File: src/rtl/lamp_conflict_monitor.sv
// Independent lamp-pattern checker for the intersection controller: decodes both
// lamp sides, tracks per-side dwell and latches the first fault, requesting flashing red.
module lamp_conflict_monitor #(
  parameter int unsigned MIN_GREEN  = 16,
  parameter int unsigned MIN_YELLOW = 3,
  parameter int unsigned FLASH_HALF = 8
) (
  input  logic       clk,
  input  logic       rst,
  input  logic       ns_red,
  input  logic       ns_yellow,
  input  logic       ns_green,
  input  logic       ew_red,
  input  logic       ew_yellow,
  input  logic       ew_green,
  input  logic       clear,
  output logic       fault,
  output logic [2:0] fault_code,
  output logic       flash_red
);

  localparam logic [7:0] MIN_GREEN_C  = 8'(MIN_GREEN);
  localparam logic [7:0] MIN_YELLOW_C = 8'(MIN_YELLOW);
  localparam logic [7:0] FLASH_LAST_C = 8'(FLASH_HALF - 1);
  localparam logic [7:0] DWELL_MAX    = 8'hFF;

  typedef enum logic [1:0] {
    ST_STARTUP,
    ST_MONITOR,
    ST_FAULT
  } state_t;

  typedef enum logic [1:0] {
    LAMP_R,
    LAMP_Y,
    LAMP_G
  } lamp_t;

  typedef enum logic [2:0] {
    CODE_NONE        = 3'd0,
    CODE_INVALID     = 3'd1,
    CODE_CONFLICT    = 3'd2,
    CODE_TRANSITION  = 3'd3,
    CODE_SHORT_YELLOW = 3'd4,
    CODE_SHORT_GREEN = 3'd5
  } code_t;

  function automatic logic lamp_valid(input logic [2:0] rgb);
    return (rgb == 3'b100) || (rgb == 3'b010) || (rgb == 3'b001);
  endfunction

  function automatic lamp_t lamp_decode(input logic [2:0] rgb);
    case (rgb)
      3'b010:  return LAMP_Y;
      3'b001:  return LAMP_G;
      default: return LAMP_R;
    endcase
  endfunction

  function automatic logic step_legal(input lamp_t prev, input lamp_t cur);
    return (prev == cur)
        || (prev == LAMP_R && cur == LAMP_G)
        || (prev == LAMP_G && cur == LAMP_Y)
        || (prev == LAMP_Y && cur == LAMP_R);
  endfunction

  function automatic logic [7:0] dwell_next(input lamp_t prev, input lamp_t cur,
                                            input logic [7:0] dwell);
    if (prev != cur)
      return 8'd1;
    else if (dwell == DWELL_MAX)
      return dwell;
    else
      return dwell + 8'd1;
  endfunction

  state_t     state;
  lamp_t      ns_prev, ew_prev;
  logic [7:0] ns_dwell, ew_dwell;
  logic [7:0] flash_cnt;

  logic [2:0] ns_rgb, ew_rgb;
  logic       ns_ok, ew_ok;
  lamp_t      ns_cur, ew_cur;
  code_t      static_code, monitor_code;

  assign ns_rgb = {ns_red, ns_yellow, ns_green};
  assign ew_rgb = {ew_red, ew_yellow, ew_green};
  assign ns_ok  = lamp_valid(ns_rgb);
  assign ew_ok  = lamp_valid(ew_rgb);
  assign ns_cur = lamp_decode(ns_rgb);
  assign ew_cur = lamp_decode(ew_rgb);

  always_comb begin
    static_code = CODE_NONE;
    if (!ns_ok || !ew_ok)
      static_code = CODE_INVALID;
    else if (ns_cur != LAMP_R && ew_cur != LAMP_R)
      static_code = CODE_CONFLICT;
  end

  // Dynamic checks compare the new sample against the held history, each side independently.
  always_comb begin
    monitor_code = static_code;
    if (static_code == CODE_NONE) begin
      if (!step_legal(ns_prev, ns_cur) || !step_legal(ew_prev, ew_cur))
        monitor_code = CODE_TRANSITION;
      else if ((ns_prev == LAMP_Y && ns_cur == LAMP_R && ns_dwell < MIN_YELLOW_C) ||
               (ew_prev == LAMP_Y && ew_cur == LAMP_R && ew_dwell < MIN_YELLOW_C))
        monitor_code = CODE_SHORT_YELLOW;
      else if ((ns_prev == LAMP_G && ns_cur == LAMP_Y && ns_dwell < MIN_GREEN_C) ||
               (ew_prev == LAMP_G && ew_cur == LAMP_Y && ew_dwell < MIN_GREEN_C))
        monitor_code = CODE_SHORT_GREEN;
    end
  end

  always_ff @(posedge clk or posedge rst) begin
    if (rst) begin
      state      <= ST_STARTUP;
      fault      <= 1'b0;
      fault_code <= '0;
      flash_red  <= 1'b0;
      flash_cnt  <= '0;
      ns_prev    <= LAMP_R;
      ew_prev    <= LAMP_R;
      ns_dwell   <= DWELL_MAX;
      ew_dwell   <= DWELL_MAX;
    end else begin
      case (state)
        ST_STARTUP: begin
          if (static_code != CODE_NONE) begin
            state      <= ST_FAULT;
            fault      <= 1'b1;
            fault_code <= static_code;
            flash_red  <= 1'b1;
            flash_cnt  <= '0;
          end else begin
            // Captured states start fully dwelled so the first transition cannot look short.
            state    <= ST_MONITOR;
            ns_prev  <= ns_cur;
            ew_prev  <= ew_cur;
            ns_dwell <= DWELL_MAX;
            ew_dwell <= DWELL_MAX;
          end
        end
        ST_MONITOR: begin
          if (monitor_code != CODE_NONE) begin
            state      <= ST_FAULT;
            fault      <= 1'b1;
            fault_code <= monitor_code;
            flash_red  <= 1'b1;
            flash_cnt  <= '0;
          end else begin
            ns_prev  <= ns_cur;
            ew_prev  <= ew_cur;
            ns_dwell <= dwell_next(ns_prev, ns_cur, ns_dwell);
            ew_dwell <= dwell_next(ew_prev, ew_cur, ew_dwell);
          end
        end
        ST_FAULT: begin
          if (clear) begin
            state      <= ST_STARTUP;
            fault      <= 1'b0;
            fault_code <= '0;
            flash_red  <= 1'b0;
            flash_cnt  <= '0;
          end else if (flash_cnt == FLASH_LAST_C) begin
            flash_red <= ~flash_red;
            flash_cnt <= '0;
          end else begin
            flash_cnt <= flash_cnt + 8'd1;
          end
        end
        default: state <= ST_STARTUP;
      endcase
    end
  end

endmodule

File: config.mk
export PLATFORM = sky130hd
export DESIGN_NAME = lamp_conflict_monitor
export DESIGN_NICKNAME = d
export VERILOG_FILES = /design/src/rtl/lamp_conflict_monitor.sv
export SDC_FILE = /design/constraint.sdc
export NUM_CORES = 1
export LEC_CHECK = 0
export ABC_AREA = 1
export CAP_MARGIN = 20
export CORE_AREA = 2 2 53 93
export CTS_BUF_LIST = sky130_fd_sc_hd__clkbuf_8
export CTS_CLUSTER_SIZE = 10
export DETAILED_ROUTE_END_ITERATION = 6
export DIE_AREA = 0 0 55 95
export MAX_ROUTING_LAYER = met4
export PLACE_DENSITY = 0.78
export RECOVER_POWER = 25
export SLEW_MARGIN = 20
export SYNTH_ARGS = -nofsm -noshare
export SYNTH_HDL_FRONTEND = slang
export SYNTH_SLANG_ARGS = --single-unit
File: constraint.sdc
create_clock -name clk -period 3.1 [get_ports clk]
set_input_delay 0.93 -clock clk [delete_from_list [all_inputs] [get_ports clk]]
set_output_delay 0.93 -clock clk [all_outputs]
set_load 0.05 [all_outputs]
==> impl_metrics.json, run 1 <==
{
  "routedWlPerCell_um": 12.8,
  "rows": 33,
  "post-cts-setup-buffers": 0,
  "instances_no_fill": 424,
  "finalNetCount": 387,
  "finalHoldViolations": 0,
  "arrival_ns": 2.90,
  "skew_ns": 0.00618,
  "max-vdd-ir-drop_v": 0.000611,
  "grt_first_pass_wirelength_mm": 9.09,
  "netlist_area_sq_um": 2600,
  "core_sq_um": 4540,
  "vias_per_cell": 5.46,
  "clk_pin_slew_ns": 0.07,
  "synthDistinctLibCells": 38,
  "reg2reg_slack_ns": 0.88,
  "drt_iter0_markers": 44,
  "dpl.hpwl_mm": 4.15,
  "die_x_um": 55,
  "cts_resized": 0,
  "synth_top_family_by_area": "simple AND/OR/NAND/NOR gates",
  "drive_gt1_share_pct": 19.6,
  "cap_violations": 0,
  "dp_cells": 416,
  "run_status": "completed",
  "diodes": 0,
  "htreeDepth": 2,
  "synth_ff_type": "dfrtp_1",
  "ys_async_sr_fraction_pct": 100,
  "relSlewSlack_pct": 41.9,
  "grt_usage_pct": 23.9,
  "final_common_cell": "nand2_1",
  "wl_mm": 5.41,
  "place.gp.congestion": 0.842,
  "synthAdderAreaFrac_pct": 3.36,
  "io_buffers": 13,
  "worstMarginPinSlew_ns": 0.871,
  "clockRootBuffer": "clkbuf_8",
  "vias": 2316,
  "hold_buffers": 0,
  "drtAntennaViolNets": 0,
  "grt_pass1_vias": 2165,
  "synth.area.mux_share_pct": 0,
  "required_ns": 3.31,
  "hold_slack_ns": 0.482,
  "final_util_pct": 63.3,
  "finalCriticalPeriod_ns": 2.68,
  "rsz0062_at_grt": "false",
  "grt-ovfl-total": 0,
  "synth-edff-count": 0,
  "layout_common_cells": "nand2_1 (97), inv_1 (40), nor2_1 (35), nand4_1 (23), dfrtp_1 (19)",
  "syn_to_final_growth_pct": 10.3,
  "end_kind": "flip-flop",
  "cellPowerDensity_nw_per_um2": 904,
  "fp.dieH_um": 95,
  "setup_viol": 0,
  "grt_max_degree": 36,
  "die_area_sq_um": 5230,
  "synth-simple-area-share_pct": 38.8,
  "cp-start-kind": "input port",
  "synth-seq-cells": 35,
  "synth_compound_area_share_pct": 10.9,
  "drc_errors": 0,
  "synth_cells": 355,
  "clkLatencyLatePin_ns": 0.29,
  "hp-class": "reg -> reg",
  "numCtsBuffers": 5,
  "crit_type": "in -> reg",
  "antenna_found_initial": 0,
  "start_util_pct": 57.3,
  "fin_crit_sh_pct": 86.6,
  "slew_viol_final": 0,
  "syn_nets": 371,
  "syn_area_per_cell_sq_um": 7.33,
  "synth-xor-area-share_pct": 3.27,
  "drt_first_pass_iters": 4,
  "cts_buffer_depth": 2,
  "cts_tree": "yes",
  "p_leak_nw": 1.43,
  "fmax_mhz": 373,
  "ios": 14,
  "path_max_fanout": 19,
  "clock_sinks": 35,
  "finalSetupTns_ns": 0,
  "yosysWarningCount": 0,
  "seq_area_frac_synth_pct": 34.4
}
layer usage:
metal / vias to the layer above / wire [um] / global-route usage (%)
met4: 0 / 103 / 9.55
met2: 29 / 3110 / 43.0
li1: 1184 / - / -
met5: - / 0 / -
met1: 1093 / 2100 / 24.9
met3: 10 / 93 / 3.32
Yosys cell counts (2+ instances only):
| cell | n | area, sq um |
|---|---|---|
| o21ai_2 | 9 | 78.8 |
| o21ai_1 | 4 | 20.0 |
| ha_1 | 7 | 87.6 |
| nand2_4 | 4 | 45.0 |
| nand3_1 | 16 | 80.1 |
| nand3b_1 | 2 | 15.0 |
| nand4_1 | 23 | 144 |
| nand3_2 | 5 | 50.1 |
| nor3_1 | 5 | 25.0 |
| nor3b_1 | 2 | 15.0 |
| xor2_2 | 2 | 32.5 |
| clkbuf_1 | 3 | 11.3 |
| inv_1 | 39 | 146 |
| xor2_1 | 5 | 43.8 |
| a31oi_1 | 2 | 12.5 |
| nand2_1 | 97 | 364 |
| a21oi_1 | 8 | 40.0 |
| nor2_1 | 35 | 131 |
| nor2_2 | 3 | 18.8 |
| dfstp_2 | 16 | 420 |
| o31ai_1 | 8 | 60.1 |
| nand2_2 | 6 | 37.5 |
| nor4_1 | 2 | 12.5 |
| o21ai_0 | 8 | 40.0 |
| inv_2 | 12 | 45.0 |
| dfrtp_1 | 19 | 475 |
| nand3_4 | 2 | 35.0 |
power breakdown:
part	switching [mW]	total (mW)	internal [mW]
registers	0.191	0.908	0.717
clock network	0.161	0.337	0.176
logic	0.878	1.35	0.475
path summary, 6_finish.rpt:
path,start,endpoint,depth (start not counted)
worst min register to register,ew_dwell[6],ew_dwell[6],2
worst max-delay path,ns_green,ns_dwell[1],14
min in group asynchronous,rst,flash_red,3
worst max register to register,ns_dwell[0],ns_dwell[1],9
max in group asynchronous,rst,ew_prev[0],3
worst min-delay path,ew_dwell[6],ew_dwell[6],2
stage by stage:
stage | total power [mW] | area [sq um] | worst slack (ns)
final | 2.60 | 2870 | 0.416
after global routing | 2.84 | 2870 | 0.195
after CTS | 2.61 | 2880 | 0.408
after detailed placement | 2.27 | 2780 | 0.116
after global placement | 2.23 | 2780 | 0.148
after floorplan | 1.96 | 2600 | 0.805
sequential cells by signal, indices dropped and copies added, names as in the netlist, 2 cells and up:
signal      cells
ew_dwell        8
ew_prev         2
fault_code      3
flash_cnt       8
ns_dwell        8
ns_prev         2
state           2
worst max-delay path: stages:
cell and delay, ns:
clkdlybuf4s50_1 0.47, inv_2 0.08, nand3_2 0.13, xor2_2 0.18, nand2_2 0.16, nand2_2 0.09, nand2_4 0.09, nor2_2 0.05
nor2_2 0.12, nand2_4 0.11, nand2_8 0.15, nand3_2 0.17, nand2_1 0.10, nand2_1 0.05
layout make-up:
| type | instances | area (sq um) |
|---|---|---|
| Fill cell | 423 | 1670 |
| Multi-Input combinational cell | 262 | 1470 |
| Sequential cell | 35 | 896 |
| Inverter | 51 | 191 |
| Timing Repair Buffer | 16 | 163 |
| Clock buffer | 6 | 82.6 |
| Tap cell | 52 | 65.1 |
| Clock inverter | 2 | 8.76 |
cells by family after synthesis:
logic type / count (synthesis)
compound gates: 42
fa+ha+maj: 7
flops: 35
xor+xnor: 8
simple gates: 205
buf+inv: 58
No activity file was read; power rests on OpenSTA's default activity.
==> inputs of run 2 (changes only) <==
--- a/config.mk
+++ b/config.mk
@@ -7,11 +7,11 @@
 export LEC_CHECK = 0
 export ABC_AREA = 1
 export CAP_MARGIN = 20
-export CORE_AREA = 2 2 53 93
+export CORE_AREA = 3 3 54 94
 export CTS_BUF_LIST = sky130_fd_sc_hd__clkbuf_8
 export CTS_CLUSTER_SIZE = 10
 export DETAILED_ROUTE_END_ITERATION = 6
-export DIE_AREA = 0 0 55 95
+export DIE_AREA = 0 0 57 97
 export MAX_ROUTING_LAYER = met4
 export PLACE_DENSITY = 0.78
 export RECOVER_POWER = 25
==> run 2 against run 1 <==
Compared with the run above: highest routed layer unchanged; wire length is 2.0% lower; global-route usage is 1.8 points lower; flip-flop and latch count stayed put; worst hold slack worse by 0.0060 ns; combinational power hardly changed; non-clock buffer count stayed put.
==> impl_metrics.json, run 2 (synthesis results as in run 1) <==
{
  "path_max_fanout": 19,
  "cap_violations": 0,
  "start_util_pct": 59.1,
  "path_buf_inv": 3,
  "grt_first_pass_wirelength_mm": 9.66,
  "final_cell_area_sq_um": 2880,
  "fin_crit_sh_pct": 87.2,
  "hold_buffers": 0,
  "rsz0062_at_grt": "false",
  "cp-start-kind": "input port",
  "end_kind": "flip-flop",
  "grt_pass1_vias": 2323,
  "drc_errors": 0,
  "min-delay-start": "ns_dwell[1]",
  "drt_iter0_markers": 108,
  "grt-ovfl-total": 0,
  "vias": 2281,
  "cellPowerDensity_nw_per_um2": 913,
  "critPathTopFamily": "simple AND/OR/NAND/NOR gates",
  "clkLatencyLatePin_ns": 0.29,
  "cp_cell_sequence": "clkdlybuf4s50_1, inv_2, nand3_2, nor2_1, inv_1, nand2_1, nor2_2, nand2_2, nand2_4, a21oi_4, nand2_4, nand2_8, nand3_2, nand2_1, nand2_1",
  "hp-class": "reg -> reg",
  "hold-path-endpoint": "ns_dwell[1]",
  "numCtsBuffers": 5,
  "required_ns": 3.33,
  "dpl.hpwl_mm": 4.05,
  "hold_depth": 2,
  "htreeDepth": 2,
  "core_sq_um": 4400,
  "finalNetCount": 387,
  "diodes": 0,
  "drive_gt1_share_pct": 19.9,
  "wl_mm": 5.30,
  "power.total_mw": 2.63,
  "finalCriticalPeriod_ns": 2.70,
  "reg2reg_slack_ns": 0.84,
  "hold_slack_ns": 0.476,
  "routedWlPerCell_um": 12.5,
  "max-vdd-ir-drop_v": 0.000654,
  "multi_input_area_sq_um": 1470,
  "cts_buffer_depth": 2,
  "finalHoldViolations": 0,
  "syn_to_final_growth_pct": 10.8,
  "post-cts-setup-buffers": 0,
  "grt_usage_pct": 22.1,
  "fmax_mhz": 370,
  "grt_max_degree": 36,
  "clockRootBuffer": "clkbuf_8",
  "relSlewSlack_pct": 42.2,
  "vias_per_cell": 5.39,
  "clock_sinks": 35,
  "die_x_um": 57,
  "arrival_ns": 2.93,
  "clk_pin_slew_ns": 0.08,
  "seq_area_sq_um": 896,
  "r2r_start": "ns_dwell[0]",
  "slew_viol_final": 0,
  "io_buffers": 13,
  "drtAntennaViolNets": 0,
  "cts_tree": "yes",
  "setup_viol": 0,
  "drt_first_pass_iters": 4,
  "skew_ns": 0.00622,
  "antenna_found_initial": 0,
  "critical_path.slowest_cell": "clkdlybuf4s50_1",
  "placed_cell_area_sq_um": 2780,
  "place.gp.congestion": 0.931,
  "rows": 32,
  "final_common_cell": "nand2_1",
  "finalSetupTns_ns": 0,
  "cpPeakStageDelay_ns": 0.47,
  "ios": 14,
  "top_regs": "ew_dwell x8, flash_cnt x8, ns_dwell x8",
  "worstMarginPinSlew_ns": 0.867,
  "fp.dieH_um": 97,
  "timing.rr.end": "ns_dwell[0]",
  "run_status": "completed",
  "cp_common_cell": "nand2_1",
  "crit_type": "in -> reg",
  "r2r_cells": 9,
  "p_leak_nw": 1.43,
  "cts_resized": 0,
  "layout_common_cells": "nand2_1 (97), inv_1 (39), nor2_1 (35), nand4_1 (23), dfrtp_1 (19)",
  "die_area_sq_um": 5530,
  "fillers": 413
}
## run 2: changes by cell type in the layout (fill, tap and decap cells not counted)
cell | before | now
clkbuf_8 | 6 | 7
clkinv_2 | 1 | 0
clkinvlp_4 | 0 | 1
inv_1 | 40 | 39
## run 2: per-stage QoR
| stage | setup slack [ns] | utilization [%] | instances |
|---|---|---|---|
| after floorplan | 0.805 | - | 355 |
| after global placement | 0.142 | 63.2 | 415 |
| after detailed placement | 0.0970 | 63.2 | 415 |
| after CTS | 0.401 | 65.5 | 423 |
| after global routing | 0.177 | 65.5 | 423 |
| final | 0.398 | 65.5 | 423 |
## run 2: per-layer routing
metal  part of all wire, %  global-route usage (%)  wire length, um
met4                   2.5                    9.64              132
met2                    58                    40.8             3060
met1                    38                    22.0             2020
met5                     0                       -                0
met3                   1.7                    3.34               90
## run 2: worst min-delay path: stages (launching register included)
cell and delay (ns):
dfstp_2 0.38, nand2_1 0.06, nand2_1 0.04
## run 2: area by class of cell
type / count / area share (%)
clock buffers: 7 / 3.34
clock inverters: 1 / 0.260
inverters: 51 / 6.64
multi-input cells: 262 / 50.8
flip-flops and latches: 35 / 31.1
well taps: 51 / 2.21
repair buffers: 16 / 5.64
## run 2: worst max-delay path by stage
stage | startpoint | to | slack [ns] | cells after the start
floorplan | ns_red | flash_cnt[0] | 0.81 | 13
global placement | ew_yellow | ns_dwell[1] | 0.14 | 15
detailed placement | ns_green | ns_dwell[0] | 0.1 | 15
CTS | ns_green | ns_dwell[0] | 0.40 | 15
global route | ns_yellow | ns_dwell[0] | 0.18 | 14
finish | ns_green | ns_dwell[0] | 0.40 | 15
## run 2: power by group
part,switching [mW],internal (mW)
clock,0.176,0.202
sequential,0.189,0.717
combinational,0.875,0.476
==> inputs of run 3 (changes only) <==
--- a/config.mk
+++ b/config.mk
@@ -5,15 +5,17 @@
 export SDC_FILE = /design/constraint.sdc
 export NUM_CORES = 1
 export LEC_CHECK = 0
-export ABC_AREA = 1
 export CAP_MARGIN = 20
-export CORE_AREA = 3 3 54 94
+export CELL_PAD_IN_SITES_DETAIL_PLACEMENT = 0
+export CELL_PAD_IN_SITES_GLOBAL_PLACEMENT = 1
+export CORE_AREA = 3 3 59 102
 export CTS_BUF_LIST = sky130_fd_sc_hd__clkbuf_8
+export CTS_CLUSTER_DIAMETER = 120
 export CTS_CLUSTER_SIZE = 10
 export DETAILED_ROUTE_END_ITERATION = 6
-export DIE_AREA = 0 0 57 97
+export DIE_AREA = 0 0 62 105
 export MAX_ROUTING_LAYER = met4
-export PLACE_DENSITY = 0.78
+export PLACE_DENSITY_LB_ADDON = 0.1
 export RECOVER_POWER = 25
 export SLEW_MARGIN = 20
 export SYNTH_ARGS = -nofsm -noshare
==> run 3 against run 2 <==
Compared with the run above: global-route usage rose by 4.1 points; critical path type unchanged; die area rose by 18%; worst setup slack got worse by 0.22 ns; critical endpoint is now fault_code[0]; highest routed layer unchanged.
==> impl_metrics.json, run 3 <==
{
  "netlist_area_sq_um": 2730,
  "worstMarginPinSlew_ns": 0.929,
  "syn_to_final_growth_pct": 26.2,
  "postLayoutSetupSlackWorst_ns": 0.176,
  "drc_errors": 0,
  "finalNetCount": 383,
  "grt_first_pass_wirelength_mm": 12.5,
  "cts_tree": "yes",
  "antenna_found_initial": 0,
  "drive_gt1_share_pct": 30.4,
  "synth_common_cells": "nor2_1 (25), inv_1 (23), nand2_1 (20)",
  "run_status": "completed",
  "clkLatencyLatePin_ns": 0.29,
  "use_met3_pct": 2.72,
  "clockRootBuffer": "clkbuf_8",
  "synth-xor-area-share_pct": 1.29,
  "grt_usage_pct": 26.2,
  "clock_sinks": 35,
  "synthMostInstantiatedCell": "nor2_1",
  "hold_slack_ns": 0.502,
  "io_buffers": 13,
  "htreeDepth": 2,
  "synth-seq-cells": 35,
  "crit_type": "in -> reg",
  "layout_common_cells": "buf_4 (61), inv_1 (25), nor2_1 (25), nand2_1 (20), dfrtp_1 (19)",
  "met2_usage_pct": 46.5,
  "netlist.area_leader.share_pct": 17.4,
  "drtAntennaViolNets": 0,
  "slew_viol_final": 0,
  "synth_top_cell_by_area": "dfrtp_1",
  "syn_nets": 320,
  "cp-start-kind": "input port",
  "vias": 2660,
  "synthDistinctLibCells": 73,
  "skew_ns": 0.00869,
  "ys_async_sr_fraction_pct": 100,
  "numCtsBuffers": 5,
  "finalCriticalPeriod_ns": 2.92,
  "fmax_mhz": 342,
  "wl_mm": 7.51,
  "cap_violations": 0,
  "rsz0062_at_grt": "false",
  "arrival_ns": 3.16,
  "diodes": 0,
  "die_x_um": 62,
  "grt-ovfl-total": 0,
  "synth_cells": 304,
  "top_regs": "ew_dwell x8, flash_cnt x8, ns_dwell x8",
  "dpl.hpwl_mm": 5.90,
  "rows": 35,
  "hp-class": "reg -> reg",
  "synth-simple-area-share_pct": 21.1,
  "grt_pass1_vias": 2672,
  "synth_compound_area_share_pct": 29.0,
  "start_util_pct": 51.4,
  "fin_crit_sh_pct": 94.3,
  "seq_area_frac_synth_pct": 32.9,
  "synth_ff_type": "dfrtp_1",
  "required_ns": 3.33,
  "p_sw_share_pct": 42.6,
  "cellPowerDensity_nw_per_um2": 746,
  "synth.area.top_cells": "dfrtp_1 (17%), dfstp_2 (15%), nor2_1 (3.4%)",
  "synthAdderAreaFrac_pct": 3.21,
  "relSlewSlack_pct": 38.1,
  "syn_area_per_cell_sq_um": 8.96,
  "ios": 14,
  "dp_slack_ns": -0.366,
  "setup_viol": 0,
  "cts_buffer_depth": 2,
  "fp.dieH_um": 105,
  "place.gp.congestion": 0.871,
  "max-vdd-ir-drop_v": 0.000435,
  "clk_pin_slew_ns": 0.07,
  "finalHoldViolations": 0,
  "power.clock.fraction_pct": 16.0,
  "end_kind": "flip-flop",
  "vias_per_cell": 6.02,
  "yosysWarningCount": 0,
  "synth.area.mux_share_pct": 5.19,
  "p_switching_mw": 1.09,
  "drt_first_pass_iters": 4,
  "die_area_sq_um": 6510,
  "path_max_fanout": 7,
  "p_int_mw": 1.47,
  "grt_max_degree": 36,
  "p_seq_share_pct": 30.7,
  "busiest_layer": "met2",
  "p_leak_nw": 1.55,
  "final_common_cell": "buf_4",
  "p_comb_share_pct": 53.3,
  "synth-edff-count": 0,
  "drt_iter0_markers": 93,
  "routedWlPerCell_um": 17.0,
  "hold_buffers": 0,
  "core_sq_um": 5300,
  "synth_top_family_by_area": "compound AO/OA/AOI/OAI gates",
  "use_met1_pct": 27.5
}
==> run 3: cell count changes after synthesis, sizes merged, moves of 7 or more <==
cell | before | now
nand3 | 23 | 4
buf | 4 | 12
o21ai | 21 | 12
mux2i | 0 | 7
inv | 51 | 23
nor3 | 5 | 12
nor2 | 39 | 28
o211ai | 0 | 12
a31oi | 2 | 9
nand2 | 108 | 20
nand4 | 23 | 4
==> run 3: kinds of logic (layout without fill, tap and decap cells) <==
logic type | Yosys count | in the layout
simple gates | 106 | 106
mux | 13 | 13
flops | 35 | 35
compound gates | 97 | 97
buf+inv | 42 | 106
fa+ha+maj | 7 | 7
xor+xnor | 4 | 4
==> run 3: through the flow <==
stage          util (%)  setup TNS, ns  instance area, sq um  total power, mW  cells
2_1_floorplan         -              0                  2730             1.71    304
3_3_place_gp       62.1          -6.06                  3290             2.13    433
3_5_place_dp       62.1          -7.46                  3290             2.15    433
4_1_cts            64.3              0                  3410             2.56    441
5_1_grt            64.9              0                  3440             2.76    442
6_report           64.9              0                  3440             2.56    442
==> run 3: worst paths after layout <==
path / from / slack (ns) / cells past startpoint / to
hold reg to reg: fault_code[0] / 0.50 / 1 / fault_code[0]
min in group asynchronous: rst / 1.36 / 3 / flash_cnt[0]
hold / removal: fault_code[0] / 0.50 / 1 / fault_code[0]
max in group asynchronous: rst / 1.17 / 3 / fault_code[1]
setup / recovery: ns_green / 0.18 / 9 / fault_code[0]
setup reg to reg: ew_dwell[0] / 0.39 / 8 / flash_red
==> run 3: per-layer routing <==
metal	part of all wire, %	wire (um)	vias up
li1	-	-	1288
met1	37	2790	1299
met2	57	4280	51
met3	2.2	167	22
met4	3.7	278	0
met5	0	0	-
==> run 3: critical path: stages <==
cell	delay (ns)
dlygate4sd2_1	0.30
or3b_4	0.44
o32a_1	0.33
o31ai_2	0.07
buf_4	0.16
nand2_1	0.12
buf_4	0.17
o32ai_1	0.43
mux2_1	0.20
==> run 3: area by class of cell <==
cell class | instances | area (sq um)
clock buffers | 5 | 68.8
clock inverters | 3 | 37.5
fillers | 483 | 1860
inverters | 23 | 86.3
multi-input cells | 227 | 1650
flip-flops and latches | 35 | 896
well taps | 74 | 92.6
repair buffers | 75 | 604
==> run 3: timing repair <==
action                     in CTS  in global routing
pin swaps                       0                  4
hold endpoints to repair        0                  0
resized for setup               3                  7
buffers inserted                0                  1
setup endpoints to repair       1                 30
==> run 3: power groups by stage <==
stage | Combinational (mW) | Sequential [mW] | Clock [mW]
6_report | 1.37 | 0.787 | 0.411
5_1_grt | 1.50 | 0.813 | 0.439
4_1_cts | 1.36 | 0.784 | 0.417
3_5_place_dp | 1.36 | 0.790 | 0
3_3_place_gp | 1.34 | 0.789 | 0
2_1_floorplan | 0.890 | 0.820 | 0
